$ cat src/rtl/seg_scan_mux.sv
// Four-digit multiplexed seven-segment driver: hex decode, leading-zero
// blanking, anti-ghost blank window and frame-aligned value updates.
module seg_scan_mux #(
  parameter int SCAN_DIV   = 10000,
  parameter int BLANK_CYC  = 16,
  parameter int ACTIVE_LOW = 0
) (
  input  logic        i_clk,
  input  logic        i_rst,
  input  logic [15:0] i_value_in,
  input  logic        i_load,
  input  logic [3:0]  i_dp_in,
  input  logic        i_blank_lz,
  output logic [6:0]  o_seg_out,
  output logic        o_dp_out,
  output logic [3:0]  o_dig_en,
  output logic        o_frame_done
);

  localparam logic [15:0] LP_LAST    = 16'(SCAN_DIV - 1);
  localparam logic [15:0] LP_BLANK   = 16'(BLANK_CYC);
  localparam logic [6:0]  LP_SEG_INV = (ACTIVE_LOW != 0) ? 7'h7F : 7'h00;
  localparam logic        LP_DP_INV  = (ACTIVE_LOW != 0);
  localparam logic [3:0]  LP_EN_INV  = (ACTIVE_LOW != 0) ? 4'hF : 4'h0;

  logic [15:0] r_cnt;
  logic [1:0]  r_idx;
  logic [15:0] r_shadow_val;
  logic [3:0]  r_shadow_dp;
  logic        r_shadow_blz;
  logic        r_pending;
  logic [15:0] r_act_val;
  logic [3:0]  r_act_dp;
  logic        r_act_blz;

  logic        w_last;
  logic        w_boundary;
  logic [3:0]  w_nib;
  logic        w_blank;
  logic [6:0]  w_seg_dec;
  logic        w_dp_dec;
  logic [3:0]  w_en;

  assign w_last     = (r_cnt == LP_LAST);
  assign w_boundary = w_last && (r_idx == 2'd3);

  // Digit select and blanking: a digit is blank when it and every higher nibble are zero.
  always_comb begin
    w_nib   = r_act_val[3:0];
    w_blank = 1'b0;
    case (r_idx)
      2'd0: begin
        w_nib   = r_act_val[3:0];
        w_blank = 1'b0;
      end
      2'd1: begin
        w_nib   = r_act_val[7:4];
        w_blank = r_act_blz && (r_act_val[15:4] == 12'h000);
      end
      2'd2: begin
        w_nib   = r_act_val[11:8];
        w_blank = r_act_blz && (r_act_val[15:8] == 8'h00);
      end
      default: begin
        w_nib   = r_act_val[15:12];
        w_blank = r_act_blz && (r_act_val[15:12] == 4'h0);
      end
    endcase
  end

  always_comb begin
    w_seg_dec = 7'h00;
    case (w_nib)
      4'h0: w_seg_dec = 7'h3F;
      4'h1: w_seg_dec = 7'h06;
      4'h2: w_seg_dec = 7'h5B;
      4'h3: w_seg_dec = 7'h4F;
      4'h4: w_seg_dec = 7'h66;
      4'h5: w_seg_dec = 7'h6D;
      4'h6: w_seg_dec = 7'h7D;
      4'h7: w_seg_dec = 7'h07;
      4'h8: w_seg_dec = 7'h7F;
      4'h9: w_seg_dec = 7'h6F;
      4'hA: w_seg_dec = 7'h77;
      4'hB: w_seg_dec = 7'h7C;
      4'hC: w_seg_dec = 7'h39;
      4'hD: w_seg_dec = 7'h5E;
      4'hE: w_seg_dec = 7'h79;
      default: w_seg_dec = 7'h71;
    endcase
    if (w_blank) w_seg_dec = 7'h00;
  end

  assign w_dp_dec = w_blank ? 1'b0 : r_act_dp[r_idx];
  assign w_en     = (r_cnt >= LP_BLANK) ? (4'b0001 << r_idx) : 4'b0000;

  // Slot counter, digit index and the shadow/active value pipeline.
  always_ff @(posedge i_clk) begin
    if (i_rst) begin
      r_cnt        <= 16'd0;
      r_idx        <= 2'd0;
      r_shadow_val <= 16'h0000;
      r_shadow_dp  <= 4'h0;
      r_shadow_blz <= 1'b0;
      r_pending    <= 1'b0;
      r_act_val    <= 16'h0000;
      r_act_dp     <= 4'h0;
      r_act_blz    <= 1'b0;
    end else begin
      if (w_last) begin
        r_cnt <= 16'd0;
        r_idx <= r_idx + 2'd1;
      end else begin
        r_cnt <= r_cnt + 16'd1;
      end

      if (w_boundary) begin
        // A load coinciding with the boundary bypasses the shadow.
        if (i_load) begin
          r_act_val <= i_value_in;
          r_act_dp  <= i_dp_in;
          r_act_blz <= i_blank_lz;
        end else if (r_pending) begin
          r_act_val <= r_shadow_val;
          r_act_dp  <= r_shadow_dp;
          r_act_blz <= r_shadow_blz;
        end
        r_pending <= 1'b0;
      end else if (i_load) begin
        r_shadow_val <= i_value_in;
        r_shadow_dp  <= i_dp_in;
        r_shadow_blz <= i_blank_lz;
        r_pending    <= 1'b1;
      end
    end
  end

  // Output registers; polarity inversion happens before the flops.
  always_ff @(posedge i_clk) begin
    if (i_rst) begin
      o_seg_out    <= LP_SEG_INV;
      o_dp_out     <= LP_DP_INV;
      o_dig_en     <= LP_EN_INV;
      o_frame_done <= 1'b0;
    end else begin
      o_seg_out    <= w_seg_dec ^ LP_SEG_INV;
      o_dp_out     <= w_dp_dec ^ LP_DP_INV;
      o_dig_en     <= w_en ^ LP_EN_INV;
      o_frame_done <= w_boundary;
    end
  end

endmodule

$ cat config.mk
export PLATFORM = sky130hd
export DESIGN_NAME = seg_scan_mux
export DESIGN_NICKNAME = d
export VERILOG_FILES = /design/src/rtl/seg_scan_mux.sv
export SDC_FILE = /design/constraint.sdc
export NUM_CORES = 1
export LEC_CHECK = 0
export BUFFER_PORTS_ARGS = -buffer_cell sky130_fd_sc_hd__buf_2
export CAP_MARGIN = 20
export CORE_MARGIN = 4
export CORE_UTILIZATION = 60
export CTS_BUF_LIST = sky130_fd_sc_hd__clkbuf_4
export CTS_CLUSTER_DIAMETER = 80
export DETAILED_ROUTE_END_ITERATION = 7
export PLACE_DENSITY = 0.81
export SYNTH_ARGS = -nofsm -noshare
export SYNTH_HDL_FRONTEND = slang
export SYNTH_SLANG_ARGS = --single-unit
$ cat constraint.sdc
create_clock -name i_clk -period 2.5 [get_ports i_clk]
set_input_delay 0.125 -clock i_clk [delete_from_list [all_inputs] [get_ports i_clk]]
set_output_delay 0.125 -clock i_clk [all_outputs]
set_load 0.05 [all_outputs]
* Yosys cells after proc, flatten, opt, wreduce, memory -nomap -nowiden
Memory sizes are Yosys's and may differ from the RTL's. A register that Yosys moved wholly into a read port is not among the register bits. Index checks and enable logic that the tools add are counted.
Storage, ports and cells: register bits after elaboration 67, memories kept 1, input bits 24, ROM bits 112, logic and storage cells 49, output and inout bits 13
Operators by class: equal/unequal tests 4, add/sub/neg operators 2, reduce and logical (&&, ||, !) cells 15, muxes and demuxes 10, $lt $le $gt $ge 2, shifts and indexed selects 1, bitwise logic cells 2
Memory list:
- (name not given) | words 16, bits a word 7, read ports 1, clocked after memory_dff 1, wr ports 0, RTL line 73 | case (w_nib)
Operators with widths (number):
- two-way mux 16 bit | 2
- adder 16 x 1 -> 16 bit, second input constant | 1
- equality test 16 x 14 -> 1 bit, second input constant | 1
- greater-or-equal comparator 16 x 5 -> 1 bit, second input constant | 1
- logical NOT 12 bit | 1
- one-hot mux 4 bit (3 select lines) | 1
- logical NOT 8 bit | 1
- two-way mux 4 bit | 2
- OR reduction 2 bit | 4
- equality test 2 bit, second input constant | 2
- logical AND 1 bit | 4
- logical NOT 4 bit | 1
- AND reduction 2 bit | 2
- << shifter 1 x 2 -> 4 bit, first input constant | 1
- < comparator 2 x 3 -> 1 bit, second input constant | 1
- two-way mux 1 bit | 3
- one-hot mux 1 bit (3 select lines) | 1
- adder 2 x 1 -> 2 bit, second input constant | 1
- binary-select mux 1 bit (select 2 bit) | 1
- equality test 2 x 1 -> 1 bit, second input constant | 1
- logical NOT 2 bit | 1
- NOT 1 bit | 2
- nonzero test 2 bit | 1

* Depth between registers and ports, before layout
Gate-level depths: netlist of the first run.
depth after elaboration 4, gate-level depth with buffers 10, mapped depth without buffers 10

* Least setup slack after synthesis of the first run
No wires, ideal clock.
path type flip-flop to flip-flop, from register r_idx[0], to register o_seg_out[3], path buffers 0, setup time 143 ps, setup slack 244 ps, period minus slack after synthesis 2256 ps, data arrival time 2113 ps, data required time 2357 ps, stages on the path, launching flop included 9, cell sequence dfxtp_1 > ha_1 > clkinv_1 > o2bb2ai_1 > inv_1 > ha_1 > a211o_1 > o211ai_1 > a21oi_1
On the way: word-level cells in the longest chain between the ends 3, elaborated cells on any way between the ends 6, those cells by class 2 x eq/ne; 2 x mux; 2 x reduce/logical
Ends and longest elaborated chain:
- start: declaration | RTL line 27 | logic [1:0] r_idx;
- start signal: assignment | RTL line 112 | r_idx <= r_idx + 2'd1;
- equality test 2 bit (tied with other cells) | RTL line 51 | case (r_idx)
- one-hot mux 1 bit (3 select lines) | RTL line 51
- OR reduction 2 bit (no source line)
- end: declaration | RTL line 14 | output logic [6:0] o_seg_out,
Several ways; a longest one is shown, not always the timed one. A chain may end at the register's enable or synchronous reset.

* Final worst setup path of the first run
from register r_idx[1], to register o_seg_out[3]
Same word-level chain as after synthesis.

==> out/results.ini, run 1 <==
[critical_path]
rr_worst_depth=8
cp_max_fo=6
r2r_end=o_seg_out[3]
critPathMostFrequentCell=ha_1
worst_path_max_delay_cell=a222oi_1
critPathLaunchType=register
endpoint_kind=register
crit-reg2reg-launch=r_idx[1]
path_cells=inv_1, ha_1, a222oi_1, a21oi_2, ha_1, a211o_1, o211ai_1, a21oi_1
crit_path_max_incr_delay_ns=0.45
required_ns=2.82
cp.arrival_ns=2.60
critical_path.top_delay_family=compound AO/OA/AOI/OAI gates
path_class=register to register
cp_num_buf_inv=1
rrSetupSlack_ns=0.22

[timing]
drv_slew=0
finalHoldViolations=0
final.setup.tns_ns=0
period_needed_ns=2.281
fin_skew_ns=0.01295
clock.fmax_mhz=438.5
setup_ws_ns=0.2193
holdWs_ns=0.1724
setup_viol=0
period_share=0.9123
slew-limit-headroom=0.4991
rsz0062_at_grt=no
tightestPinTransition_ns=0.7496

[drt]
drtPass1Iterations=6
dr_total_vias=3200
route.detailed.drc=0
vias_per_cell=6.038
wl_per_cell_microns=15.83
drtIter0Drc=235
antenna_left=0
route.final.wire_length_mm=8.389

[run_status]
outcome=finished, final reports clean

[clock_tree]
clk-insertion-delay-late_ns=0.42
clkTransAtPathRegs_ns=0.11
cts_buffers=9
root_buffer=clkbuf_4
cts_sinks=74
post-cts-setup-buffers=0
htree_levels=3
cts.path.max_buffers=2
tritoncts=done

[layout]
fill_cells=451
fin_util=0.7194
area_growth_pct=16.65
drive_gt1_frac=0.2132
finalNetCount=488
multiInputGateArea_sq_mm=0.001978
finalInstanceArea_sq_mm=0.004234
regArea_sq_mm=0.001481
antennaDiodeCount=0
stdcell_count=530

[floorplanning]
dieHeight_microns=85.78
dieArea_sq_mm=0.007358
ios=37
num_rows=28
die_w_microns=85.78
start_util=0.6167
coreArea_sq_mm=0.005886

[yosys]
synth_compound_area_frac=0.1231
synth_largest_area_cell=dfxtp_1
syn_inst=399
synth.avg_cell_area_sq_um=9.097
synth-seq-cells=74
synth_edf_count=0
synth_top_area_frac=0.4081
synthTopCellsByArea=dfxtp_1, mux2_2, mux2i_1
ys_types=49
async_reset_ff_frac=0
yosysWarnings=0
synth_nets=437
synth_xor_xnor_area_share=0.02896
syn_area_sq_mm=0.003630
yosys-mux-area-fraction=0.1393
ys_seq_area_frac=0.4081
ys.flop_type=dfxtp_1
synth_simple_gate_area_frac=0.2044
synth_top_family_by_area=simple AND/OR/NAND/NOR gates
synth_fa_ha_area_frac=0.04826

[global_route]
first_global_vias=3269
grt_pass1_wl_mm=14.42
grt_max_degree=46
track_usage=0.2439
grt-ovfl-total=0
antenna_found_initial=0

[power]
powerDensity_mw_per_mm2=530.8
max-vdd-ir-drop_uv=376.2
p_leak_nw=1.676
power_mw=2.248

[run]
drv_cap=0

[hold_path]
hold_path_class=input pin to register
min_from=i_rst
holdPathEnd=r_cnt[2]
holdPathStages=2

[placement]
place_inst=493
pre_cts_slack_ns=0.1354
hpwl_mm=5.501
placed_area_sq_mm=0.003869
gp_congestion=0.8587
portBuffers=36

-- logic make-up after synthesis --
group                    count (synthesis)
adder cells (fa/ha/maj)                 14
XOR/XNOR                                12
buffers and inverters                   42
AND/OR/NAND/NOR                        148
multiplexers                            46
AO/OA/AOI/OAI                           63
flip-flops                              74
-- worst max path at each step --
stage | start | endpoint | slack [ns] | cells past startpoint
global route | r_idx[1] | o_seg_out[3] | 0.02 | 8
detailed placement | r_idx[1] | o_seg_out[6] | 0.14 | 8
global placement | r_idx[1] | o_seg_out[6] | 0.33 | 8
finish | r_idx[1] | o_seg_out[3] | 0.22 | 8
CTS | r_idx[1] | o_seg_out[6] | 0.09 | 8
floorplan | r_idx[0] | o_seg_out[3] | 0.24 | 8
-- routing by layer --
| layer | global-route usage | wire [microns] | up-vias |
|---|---|---|---|
| li1 | - | - | 1556 |
| met1 | 0.2689 | 3444 | 1534 |
| met2 | 0.4350 | 4360 | 84 |
| met3 | 0.04131 | 295 | 26 |
| met4 | 0.1482 | 288 | 0 |
| met5 | 0 | 0 | - |
-- Yosys cell counts, drive strengths merged (3+ instances only) --
cell    count
o211ai      3
nand4       4
xor2        9
a21oi      10
buf        11
o21ai       7
and3        4
xnor2       3
a222oi      3
mux2       23
nor2b       4
ha         14
and4        4
nand3       9
nor3       24
nor2       21
clkbuf     18
inv        12
a211oi      5
a221oi      3
mux2i      22
nor4       26
dfxtp      74
a31oi      22
nand2      46
-- where the power goes --
group | internal, mW | leakage (nW) | switching, mW
logic | 0.0950 | 0.994 | 0.115
clock network | 0.394 | 0.0784 | 0.418
registers | 1.21 | 0.603 | 0.0154
-- final cells by class --
class,count,area share
Timing Repair Buffer,69,0.1135
Clock inverter,7,0.01980
Tap cell,75,0.02216
Inverter,13,0.01152
Sequential cell,74,0.3499
Multi-Input combinational cell,283,0.4672
Clock buffer,9,0.01596
-- sequential cells by signal, indices dropped and copies added (netlist names), 2 cells and up --
| register | cells |
|---|---|
| o_dig_en | 4 |
| o_seg_out | 7 |
| r_act_dp | 4 |
| r_act_val | 16 |
| r_cnt | 16 |
| r_idx | 2 |
| r_shadow_dp | 4 |
| r_shadow_val | 16 |
-- timing repair --
action                                  4_1_cts  5_1_grt
endpoints found under the setup margin        0        4
resized for setup                             0        1
hold buffers                                 21        0
endpoints found under the hold margin        21        0
-- cell usage in the layout (no fill, tap or decap), types with 3 or more instances in the layout --
cell / Yosys / final
a222oi_1: 3 / 3
mux2i_1: 22 / 22
and4_1: 4 / 4
ha_1: 14 / 14
nor4_1: 24 / 24
nand2_1: 46 / 46
nor3_1: 24 / 24
clkbuf_4: 0 / 9
mux2_2: 22 / 22
buf_2: 6 / 36
clkinv_1: 1 / 4
a21oi_1: 9 / 8
dlygate4sd3_1: 0 / 21
a211oi_1: 5 / 5
nand4_1: 4 / 4
xnor2_1: 3 / 3
nor2_1: 21 / 21
nand3_1: 9 / 9
o21ai_0: 5 / 5
dfxtp_1: 74 / 74
xor2_1: 9 / 9
and3_1: 4 / 4
nor2b_1: 4 / 4
inv_1: 11 / 11
o211ai_1: 3 / 3
buf_4: 2 / 12
a31oi_1: 22 / 22
-- worst reg2reg max path: stages (launching register included) --
cell and delay (ns):
dfxtp_1 0.40, inv_1 0.10, ha_1 0.25, a222oi_1 0.45, a21oi_2 0.20, ha_1 0.37
a211o_1 0.24, o211ai_1 0.09, a21oi_1 0.09
(Power assumes the default switching activity.)
==> run 2, diff against run 1 <==
- ABC_AREA: not set -> 1
- SETUP_SLACK_MARGIN: not set -> 0.4
==> out/results.ini, run 2 <==
[timing]
rsz0062_at_grt=yes
final.setup.tns_ns=0
period_needed_ns=1.963
period_share=0.7851
drv_slew=0
tightestPinTransition_ns=0.6911
clock.fmax_mhz=509.5
holdWs_ns=0.02580
slew-limit-headroom=0.5393
fin_skew_ns=0.01874
finalHoldViolations=0
setup_viol=0

[yosys]
syn_inst=561
ys_types=33
yosysWarnings=0
synth_largest_area_cell=dfxtp_1
synth-seq-cells=74
ys.flop_type=dfxtp_1
syn_area_sq_mm=0.003946
async_reset_ff_frac=0
synth_common_cells=nand2_1, nor2_1, dfxtp_1
synth_nets=599
synth_edf_count=0
ys_seq_area_frac=0.3754
yosysMostFrequentCell=nand2_1
synthTopCellsByArea=dfxtp_1, nand2_1, nor2_1
synth.avg_cell_area_sq_um=7.034
synth_top_area_frac=0.3754

[drt]
route.detailed.drc=0
top_layer_used=met4
wl_met3_microns=368
drtPass1Iterations=5
met2WireLength_mm=3.867
dr_total_vias=3504
drtIter0Drc=135
wl_met1_mm=3.815
wl_per_cell_microns=12.12
antenna_left=0
route.final.wire_length_mm=8.172
vias_per_cell=5.199

[layout]
finalNetCount=631
drive_gt1_frac=0.1792
stdcell_count=674
antennaDiodeCount=0
final_common_cell=nand2_1
reg_top3=r_act_val (16), r_cnt (16), r_shadow_val (16)
most-common-layout-cells=nand2_1, nor2_1, dfxtp_1
area_growth_pct=8.973
finalInstanceArea_sq_mm=0.004300

[critical_path]
endpoint_kind=register
cp.arrival_ns=2.27
cp_max_fo=24
required_ns=2.81
path_class=register to register
critPathLaunchType=register

[clock_tree]
htree_levels=3
cts_buffers=9
cts.path.max_buffers=2
post-cts-setup-buffers=0
tritoncts=done
root_buffer=clkbuf_4
clkTransAtPathRegs_ns=0.12
cts_sinks=74
clk-insertion-delay-late_ns=0.41

[floorplanning]
coreArea_sq_mm=0.006386
dieArea_sq_mm=0.007939
dieHeight_microns=89.10
start_util=0.6179
num_rows=29
ios=37
die_w_microns=89.10

[global_route]
grt_max_degree=64
antenna_found_initial=0
track_usage=0.2133
grt_pass1_wl_mm=13.57
grt-ovfl-total=0
first_global_vias=3220

[power]
p_leak_nw=2.106
max-vdd-ir-drop_uv=341.1
powerDensity_mw_per_mm2=492.4

[run_status]
outcome=finished, final reports clean

[placement]
place_inst=657
portBuffers=36
gp_congestion=0.9084
hpwl_mm=5.522
placed_area_sq_mm=0.004129

[hold_path]
hold_path_class=input pin to register

[run]
drv_cap=0

[run 2: cell count changes after synthesis, sizes merged, moves of 8 or more]
cell / delta
nand3: +33
nand2: +96
inv: +58
a21oi: +32
a31oi: -22
nor2: +84
nor3: -19
mux2i: -22
buf: +8
clkbuf: -17
nor4: -26
[run 2: cell families after synthesis]
logic type      after synthesis  share of synthesized area
simple gates                305                     0.3415
flops                        74                     0.3754
mux                          21                    0.05992
fa+ha+maj                    14                    0.04439
compound gates               52                    0.06848
xor+xnor                      5                    0.01110
buf+inv                      90                    0.09924
[run 2: worst max-delay path: stages, from the launching register on]
cell and delay, ns:
dfxtp_1 0.40, ha_1 0.18, nand2_1 0.08, inv_2 0.08, nand2_2 0.07, nor2_4 0.25, nand4_4 0.33, buf_12 0.28
nor2_1 0.12, nor2_1 0.07
[run 2: cell type report]
type | instances | area (sq um)
Inverter | 70 | 262.8
Fill cell | 573 | 2086
Multi-Input combinational cell | 398 | 2103
Timing Repair Buffer | 40 | 225.2
Clock inverter | 6 | 58.81
Tap cell | 77 | 96.34
Sequential cell | 74 | 1486
Clock buffer | 9 | 67.56
[run 2: worst paths after layout]
path                 start         endpoint  slack (ns)  depth (start not counted)
max               r_cnt[0]    r_act_val[10]        0.54                          9
min          i_value_in[3]  r_shadow_val[3]        0.03                          5
max reg2reg       r_cnt[0]    r_act_val[10]        0.54                          9
min reg2reg      r_cnt[15]        r_cnt[15]        0.49                          2
[run 2: routing by layer]
metal | global-route usage | vias up
li1 | - | 1820
met1 | 0.2663 | 1602
met2 | 0.3583 | 68
met3 | 0.05253 | 14
met4 | 0.07442 | 0
met5 | 0 | -
[run 2: per-stage QoR]
stage | power, mW | util | worst slack [ns]
5_1_grt | 2.222 | 0.6734 | 0.3525
3_5_place_dp | 1.437 | 0.6466 | 0.3209
3_3_place_gp | 1.430 | 0.6466 | 0.4639
4_1_cts | 2.130 | 0.6691 | 0.4129
6_report | 2.118 | 0.6734 | 0.5373
2_1_floorplan | 1.391 | - | 0.6141
[run 2: report_power, final]
| group | leakage [nW] | switching (mW) | internal (mW) |
|---|---|---|---|
| sequential | 0.606 | 0.0152 | 1.21 |
| clock | 0.0652 | 0.416 | 0.293 |
| combinational | 1.43 | 0.104 | 0.0777 |
| total | 2.11 | 0.536 | 1.58 |
[run 2: what timing repair did]
item	in CTS	in global routing
hold buffers	1	0
endpoints found under the hold margin	2	0
setup endpoints to repair	4	19
cloned	0	1
resized for setup	2	6
pin swaps	0	1
==> run 3, diff against run 2 <==
- ABC_AREA: 1 -> 0
- CORE_UTILIZATION: 60 -> 55
- PLACE_DENSITY: 0.81 -> 0.78
- clock period: 2.5 -> 1.74 ns (I/O delays scaled with it)
==> out/results.ini, run 3 (synthesis results as in run 1) <==
[run_status]
outcome=finished with violations
violations=setup timing

[placement]
place_inst=532
hpwl_mm=5.902
portBuffers=36
gp_congestion=0.9062
pre_cts_slack_ns=-0.2892

[timing]
tightestPinTransition_ns=0.9047
rsz0062_at_grt=yes
slew-limit-headroom=0.3962
period_needed_ns=2.127
finalHoldViolations=0
setup_viol=51
fin_skew_ns=0.02617
clock.fmax_mhz=470.2
drv_slew=0
setup_ws_ns=-0.3868
period_share=1.222

[power]
p_clk_frac=0.296
internal-power_mw=2.214
p_leak_nw=2.256
seq_power_share=0.555
max-vdd-ir-drop_uv=673.6
switching_share=0.3044
p_sw_mw=0.9686
pwr-share-comb=0.149
powerDensity_mw_per_mm2=542.5

[critical_path]
rr_worst_depth=8
crit-reg2reg-launch=r_cnt[15]
cp.arrival_ns=2.45
required_ns=2.06
critPathLaunchType=register
crit_path_start=r_cnt[15]
r2r_end=r_act_val[4]
rrSetupSlack_ns=-0.39
cp_max_fo=5
endpoint_kind=register
path_class=register to register

[clock_tree]
cts.path.max_buffers=2
htree_levels=3
root_buffer=clkbuf_4
cts_sinks=74
clk-insertion-delay-late_ns=0.46
tritoncts=done
clkTransAtPathRegs_ns=0.14
cts_buffers=9

[run]
drv_cap=0

[floorplanning]
ios=37
dieArea_sq_mm=0.007963
start_util=0.5684
coreArea_sq_mm=0.006386
die_w_microns=89.24
dieHeight_microns=89.24
num_rows=29

[hold_path]
min_from=i_rst
holdPathEnd=r_shadow_val[15]
holdPathStages=4
hold_path_class=input pin to register

[drt]
wl_per_cell_microns=26.81
antenna_left=0
dr_total_vias=4225
top_layer_used=met4
wl_met3_mm=1.625
route.final.wire_length_mm=16.33
route.detailed.drc=0
drtPass1Iterations=7
drtIter0Drc=446
wl_met1_mm=5.689
vias_per_cell=6.938
met2WireLength_mm=7.522

[layout]
area_growth_pct=61.60
fill_cells=231
finalNetCount=565
most-common-layout-cells=dfxtp_1, buf_4, nand2_1
antennaDiodeCount=0
stdcell_count=609
drive_gt1_frac=0.4962
reg_top3=r_act_val (16), r_cnt (16), r_shadow_val (16)
final_common_cell=dfxtp_1

[global_route]
grt_pass1_wl_mm=19.67
track_usage=0.3263
first_global_vias=3879
grt-ovfl-total=0
antenna_found_initial=0
grt_max_degree=35

run 3: cell count changes in the layout (fill, tap and decap cells not counted), sizes merged, moves of 5 or more:
cell / previous run / this run
inv: 70 / 12
nand2: 142 / 46
nor3: 5 / 24
nor4: 0 / 26
a21oi: 42 / 10
xor2: 4 / 9
a31oi: 0 / 22
a211oi: 0 / 5
buf: 39 / 122
dlygate4sd3: 1 / 21
mux2i: 0 / 22
nand3: 43 / 9
nor2: 105 / 21
run 3: layer usage:
layer,vias up,GRT usage
met2,377,0.5486
met5,-,0
li1,1726,-
met4,0,0.2003
met3,159,0.07373
met1,1963,0.3749
run 3: through the flow:
step	area, sq um	util	hold slack [ns]	total power, mW	setup TNS (ns)
finish	5866	0.9185	0.08299	3.182	-8.202
global route	5866	0.9185	0.07904	3.264	-10.38
CTS	5424	0.8493	0.08222	3.040	-2.011
detailed placement	4452	0.6971	0.3541	2.099	-6.883
global placement	4437	0.6947	0.3413	2.085	-6.072
floorplan	3940	-	0.2291	2.006	-0.8936
run 3: final cells by class:
cell class | instances | area, sq um | area share
clock buffer | 9 | 67.56 | 0.01152
clock inverter | 7 | 36.28 | 0.006186
sequential | 74 | 1496 | 0.2551
multi-input combinational | 284 | 2716 | 0.4631
inverter | 13 | 63.81 | 0.01088
timing repair buffer | 145 | 1389 | 0.2368
tap | 77 | 96.34 | 0.01642
run 3: critical path: stages (launching register included):
cell,delay (ns)
dfxtp_2,0.36
nor4_4,0.39
nand4_1,0.20
buf_4,0.20
buf_6,0.13
buf_16,0.14
buf_8,0.13
nor4_4,0.33
nor3_1,0.11
run 3: worst max path at each step:
| stage | cells past startpoint | endpoint | slack, ns |
|---|---|---|---|
| floorplan | 8 | o_seg_out[3] | -0.16 |
| global placement | 5 | r_shadow_val[9] | -0.23 |
| detailed placement | 9 | o_seg_out[0] | -0.29 |
| CTS | 7 | o_seg_out[6] | -0.30 |
| global route | 8 | r_act_val[4] | -0.43 |
| finish | 8 | r_act_val[4] | -0.39 |
run 3: what timing repair did:
item	4_1_cts	5_1_grt
hold endpoints to repair	21	0
setup buffers	19	13
setup endpoints to repair	69	73
cloned	5	3
hold buffers	21	0
gates resized for setup	80	58
pin swaps	22	24
run 3: power groups by stage:
stage / logic [mW] / clock network, mW / registers [mW]
after floorplan: 0.186 / 0 / 1.82
after global placement: 0.291 / 0 / 1.79
after detailed placement: 0.302 / 0 / 1.80
after CTS: 0.391 / 0.891 / 1.76
after global routing: 0.495 / 0.999 / 1.77
final: 0.473 / 0.943 / 1.77
